<file path="src/rtl/tri_cmd_scheduler.sv">
// tri_cmd_scheduler: arbitrates three command requesters (triangle, tile flush,
// end-of-frame) onto a byte-wide command FIFO. A granted command is loaded
// whole into a shift register and streamed out MSB first, one byte per
// non-full cycle. Flush and end-of-frame share a single credit that the
// rasterizer returns with draw_next.
module tri_cmd_scheduler #(
  parameter int CMD_BYTES = 60
) (
  input  logic                   clk,
  input  logic                   rst_n,
  input  logic                   tri_valid,
  input  logic [8*CMD_BYTES-1:0] tri_data,
  output logic                   tri_ready,
  input  logic                   flush_valid,
  input  logic [8*CMD_BYTES-1:0] flush_data,
  output logic                   flush_ready,
  input  logic                   eof_valid,
  input  logic [8*CMD_BYTES-1:0] eof_data,
  output logic                   eof_ready,
  input  logic                   triangle_full,
  output logic [7:0]             triangle_wrdata,
  output logic                   triangle_push,
  input  logic                   draw_next,
  output logic                   busy,
  output logic [1:0]             cur_class
);

  localparam int W  = 8 * CMD_BYTES;
  localparam int CW = (CMD_BYTES > 1) ? $clog2(CMD_BYTES) : 1;

  typedef enum logic {IDLE = 1'b0, SEND = 1'b1} state_t;

  state_t          r_state, w_state_nxt;
  logic [W-1:0]    r_shift;
  logic [CW-1:0]   r_cnt;
  logic [1:0]      r_class;
  logic            r_credit;

  logic            w_idle;
  logic            w_gnt_tri, w_gnt_flush, w_gnt_eof, w_gnt;
  logic            w_last;
  logic [W-1:0]    w_gnt_data;
  logic [1:0]      w_gnt_class;

  // Readies are gated with rst_n so they drop the instant reset is applied,
  // even though the state register already reads IDLE during reset.
  assign w_idle      = (r_state == IDLE) && rst_n;
  assign w_gnt_tri   = w_idle && tri_valid;
  assign w_gnt_flush = w_idle && !tri_valid && flush_valid && r_credit;
  assign w_gnt_eof   = w_idle && !tri_valid && !flush_valid && eof_valid && r_credit;
  assign w_gnt       = w_gnt_tri || w_gnt_flush || w_gnt_eof;

  assign tri_ready   = w_gnt_tri;
  assign flush_ready = w_gnt_flush;
  assign eof_ready   = w_gnt_eof;

  assign triangle_push   = (r_state == SEND) && !triangle_full;
  assign triangle_wrdata = triangle_push ? r_shift[W-1 -: 8] : 8'h00;
  assign w_last          = triangle_push && (r_cnt == '0);
  assign busy            = (r_state == SEND);
  assign cur_class       = r_class;

  // Select the winner's payload and class code.
  always_comb begin
    w_gnt_data  = tri_data;
    w_gnt_class = 2'd1;
    if (w_gnt_flush) begin
      w_gnt_data  = flush_data;
      w_gnt_class = 2'd2;
    end else if (w_gnt_eof) begin
      w_gnt_data  = eof_data;
      w_gnt_class = 2'd3;
    end
  end

  // Next state: grant leaves IDLE, the push of byte 0 returns to IDLE.
  always_comb begin
    w_state_nxt = r_state;
    case (r_state)
      IDLE:    if (w_gnt)  w_state_nxt = SEND;
      SEND:    if (w_last) w_state_nxt = IDLE;
      default: w_state_nxt = IDLE;
    endcase
  end

  // State register.
  always_ff @(posedge clk or negedge rst_n) begin
    if (!rst_n) r_state <= IDLE;
    else        r_state <= w_state_nxt;
  end

  // Command shift register, byte counter and class; all hold while full.
  always_ff @(posedge clk or negedge rst_n) begin
    if (!rst_n) begin
      r_shift <= '0;
      r_cnt   <= '0;
      r_class <= 2'd0;
    end else if (w_gnt) begin
      r_shift <= w_gnt_data;
      r_cnt   <= CW'(CMD_BYTES - 1);
      r_class <= w_gnt_class;
    end else if (triangle_push) begin
      r_shift <= r_shift << 8;
      if (w_last) r_class <= 2'd0;
      else        r_cnt   <= r_cnt - 1'b1;
    end
  end

  // Flush/eof credit: draw_next returning the credit beats a same-cycle grant.
  always_ff @(posedge clk or negedge rst_n) begin
    if (!rst_n)                        r_credit <= 1'b1;
    else if (draw_next)                r_credit <= 1'b1;
    else if (w_gnt_flush || w_gnt_eof) r_credit <= 1'b0;
  end

endmodule

</file>
<file path="config.mk">
export PLATFORM = sky130hd
export DESIGN_NAME = tri_cmd_scheduler
export DESIGN_NICKNAME = d
export VERILOG_FILES = /design/src/rtl/tri_cmd_scheduler.sv
export SDC_FILE = /design/constraint.sdc
export NUM_CORES = 2
export LEC_CHECK = 0
export ABC_AREA = 1
export BUFFER_PORTS_ARGS = -buffer_cell sky130_fd_sc_hd__clkbuf_2
export CAP_MARGIN = 20
export CORE_AREA = 3 3 561 563
export CTS_CLUSTER_DIAMETER = 120
export CTS_CLUSTER_SIZE = 24
export DETAILED_ROUTE_END_ITERATION = 10
export DIE_AREA = 0 0 564 566
export HOLD_SLACK_MARGIN = 0.1
export PLACE_DENSITY = 0.3
export REMOVE_ABC_BUFFERS = 1
export SLEW_MARGIN = 25
export SYNTH_ARGS = -nofsm -noshare
export SYNTH_HDL_FRONTEND = slang
export SYNTH_SLANG_ARGS = --single-unit
</file>
<file path="constraint.sdc">
create_clock -name clk -period 1.9 [get_ports clk]
set_input_delay 0.19 -clock clk [delete_from_list [all_inputs] [get_ports clk]]
set_output_delay 0.19 -clock clk [all_outputs]
set_load 0.05 [all_outputs]
</file>
==> reports/qor_table.md <==
| Result | Value | Unit |
| --- | --- | --- |
| Post-synth top flop | sky130_fd_sc_hd__dfrtp_1 | - |
| Count of mapped cells out of synthesis | 6742 | - |
| Iter 0 DRT Violations | 3334 | - |
| Async SR Flop Fraction | 1.00 | - |
| Startpoint of the lowest-slack hold path | tri_data[178] | - |
| Net total in the final layout | 11194 | - |
| Synth cell types | 25 | - |
| Final routed wirelength across all metal layers | 292 | mm |
| CTS Buffer Depth | 3 | - |
| Sequential area share after synthesis | 0.322 | - |
| Critical Path Fanout Max | 24 | - |
| Violations in the final reports | negative setup slack | - |
| Yosys reg bits | 490 | - |
| Post-route standard cell area excluding fillers | 71700 | sq um |
| Overall power after layout | 0.0585 | W |
| Post-placement cell count | 12322 | - |
| Critical R2R Launch | r_credit | - |
| Clock transition at the registers of the reported paths | 0.11 | ns |
| Grt total ovfl | 0 | - |
| Minimum clock period | 2.31 | ns |
| Start-to-end type of the worst setup path | reg -> reg | - |
| Detailed Routing Iterations Pass 1 | 5 | - |
| Max-slew violation count | 0 | - |
| DRC | 0 | - |
| Share of the cycle needed by the critical path after routing | 1.22 | - |
| Worst Hold Slack | 0.141 | ns |
| Area fraction of the dominant cell type after synthesis | 0.322 | - |
| Warning count from the yosys run | 0 | - |
| Worst max-slew margin expressed relative to the limit | 0.381 | - |
| Largest net degree at the start of global routing | 124 | - |
| Worst supply voltage drop on vdd | 0.557 | mV |
| Number of vias after detailed routing | 54445 | - |
| First-pass GRT wire length | 400 | mm |
| Post-route setup slack | -0.409 | ns |
| Number of clock buffers inserted by TritonCTS | 41 | - |
| Worst Skew | 0.0430 | ns |
| Setup repair after global routing missed its margin | yes | - |
| Timing-limited maximum frequency | 433 | MHz |
| Launching element type of the critical path | register | - |
| Cell row count | 204 | - |
| # clock sinks | 490 | - |
| Detailed Place HPWL | 229 | mm |
| Initial cell density of the core | 0.123 | - |
| Later-pin clock latency in the skew report | 0.68 | ns |
| Chip Height | 566 | um |
| Instance area after placement | 53600 | sq um |
| Number of flops mapped to enable cells by yosys | 0 | - |
| Number of vias per cell | 3.90 | - |
| H-tree depth reported by CTS | 2 | - |
| Fraction of final layout cells with drive strength greater than 1 | 0.225 | - |
| Main area contributors after synthesis | sky130_fd_sc_hd__dfrtp_1 (32%), sky130_fd_sc_hd__nand2_1 (24%), sky130_fd_sc_hd__nand3_1 (18%) | - |
| Final core occ | 0.232 | - |
| IO Pins | 1462 | - |
| GP Congestion | 0.914 | - |
| Die boundary width | 564 | um |
| Cell type contributing the most total cell area after synthesis | sky130_fd_sc_hd__dfrtp_1 | - |
| Die Footprint | 319000 | sq um |
| Initial antenna violation count | 154 | - |
| Transition at the pin with the smallest max-transition slack | 0.928 | ns |
| Number of setup violations in the final report | 500 | - |
| Crit path DAT | 2.89 | ns |
| Top cells by count, synth | sky130_fd_sc_hd__nand2_1 (2427), sky130_fd_sc_hd__nand3_1 (1356), sky130_fd_sc_hd__nor2_1 (965), sky130_fd_sc_hd__inv_1 (944), sky130_fd_sc_hd__dfrtp_1 (489) | - |
| Fin cells | 13970 | - |
| Summed instance area of the synthesized netlist | 38000 | sq um |
| Total track usage | 0.170 | - |
| Routed wire per std cell | 20.9 | um |
| Pwr per Cell Area | 816 | nW/um^2 |
| Remaining antenna violation count | 0 | - |
| Data required time at the worst endpoint | 2.49 | ns |
| Result of the run | complete, but fails checks | - |
| Hold Vio Cnt, Final | 0 | - |
| Core Box Area | 309000 | sq um |
| Start point of the critical path | r_credit | - |
| Count of max-cap constraint violations | 0 | - |
| P_leak | 37.8 | nW |
| Avg Cell Area, Syn | 5.64 | sq um |
| Layout-stage area growth over the synthesis result | 88.6 | % |
| Clock tree root buffer cell | sky130_fd_sc_hd__clkbuf_16 | - |
| Worst Setup End Kind | register | - |
| Number of buffers added on ports | 1461 | - |
| Via count of the first global-routing pass | 56662 | - |
| Library cell with the highest instance count after synthesis | sky130_fd_sc_hd__nand2_1 | - |
| TritonCTS clock tree | built | - |
| Worst min-delay path class | in -> reg | - |
## cell usage in the layout, fill, tap and decap left out, drive strengths merged, types with 22 or more instances in the layout
master       instances
a21boi              22
buf                537
clkbuf            1519
dfrtp              489
diode               74
dlygate4sd3       1416
inv                964
nand2             2429
nand3             1356
nor2               969
o21ai               46
## cell families (layout without fill, tap and decap cells)
group / Yosys count / after routing / share of synthesized area
xor+xnor: 3 / 3 / 0.000691
compound gates: 72 / 72 / 0.0111
flops: 490 / 490 / 0.322
simple gates: 4756 / 4756 / 0.515
other cells: 0 / 74 / 0
buf+inv: 1419 / 4453 / 0.150
fa+ha+maj: 2 / 2 / 0.000658
## power by group
group	internal, W	leakage (nW)	switching, W
clock	0.00459	0.710	0.00573
sequential	0.0146	6.30	0.00254
combinational	0.0137	30.8	0.0174
## metal layers
metal | part of all wire | global-route usage | vias up | routed length [um]
met5 | 0.0018 | 0 | - | 525
li1 | - | - | 26487 | -
met2 | 0.47 | 0.291 | 1764 | 138000
met1 | 0.44 | 0.218 | 25717 | 128000
met3 | 0.055 | 0.0270 | 395 | 16100
met4 | 0.035 | 0.0507 | 82 | 10100
## area by class of cell
class	count	area, sq um
fillers	35331	238000
flip-flops and latches	490	12300
inverters	948	3580
repair buffers	3431	28600
well taps	4120	5150
clock inverters	29	382
diodes	74	185
multi-input cells	4833	20500
clock buffers	45	1070
## critical path: stages, from the launching register on
cell	delay, ns
sky130_fd_sc_hd__dfstp_2	0.57
sky130_fd_sc_hd__nand2_2	0.09
sky130_fd_sc_hd__nor2_4	0.17
sky130_fd_sc_hd__buf_4	0.13
sky130_fd_sc_hd__buf_4	0.10
sky130_fd_sc_hd__buf_12	0.12
sky130_fd_sc_hd__inv_16	0.09
sky130_fd_sc_hd__buf_16	0.26
sky130_fd_sc_hd__buf_4	0.18
sky130_fd_sc_hd__nand3_1	0.12
sky130_fd_sc_hd__nand3_1	0.10
sky130_fd_sc_hd__nand2_2	0.11
sky130_fd_sc_hd__nand2_1	0.05
## path summary, 6_finish.rpt
check                      cells after the start  slack (ns)            to
setup / recovery                              12       -0.41  r_shift[170]
hold / removal                                 7        0.14  r_shift[178]
setup reg to reg                              12       -0.41  r_shift[170]
hold reg to reg                                2        0.48  r_shift[283]
max in group asynchronous                      4        0.25  r_shift[133]
min in group asynchronous                      4        0.28  r_shift[411]
## sequential cells by signal, indices dropped and copies added, names as in the netlist
register,count
r_shift,480
cur_class,2
busy,1
r_credit,1
r_cnt,6
## what timing repair did
item,4_1_cts,5_1_grt
pin swaps,2,14
hold endpoints to repair,625,1
setup buffers,21,31
gates cloned,8,27
hold buffers,1415,1
gates resized for setup,80,149
setup endpoints to repair,499,501
## through the flow
step / setup TNS [ns] / setup slack, ns
floorplan: - / -32.57
global placement: -118.40 / -0.501
detailed placement: -120.81 / -0.502
CTS: -139.43 / -0.527
global route: -164.88 / -0.501
finish: -118.51 / -0.409
(Power assumes the default switching activity.)
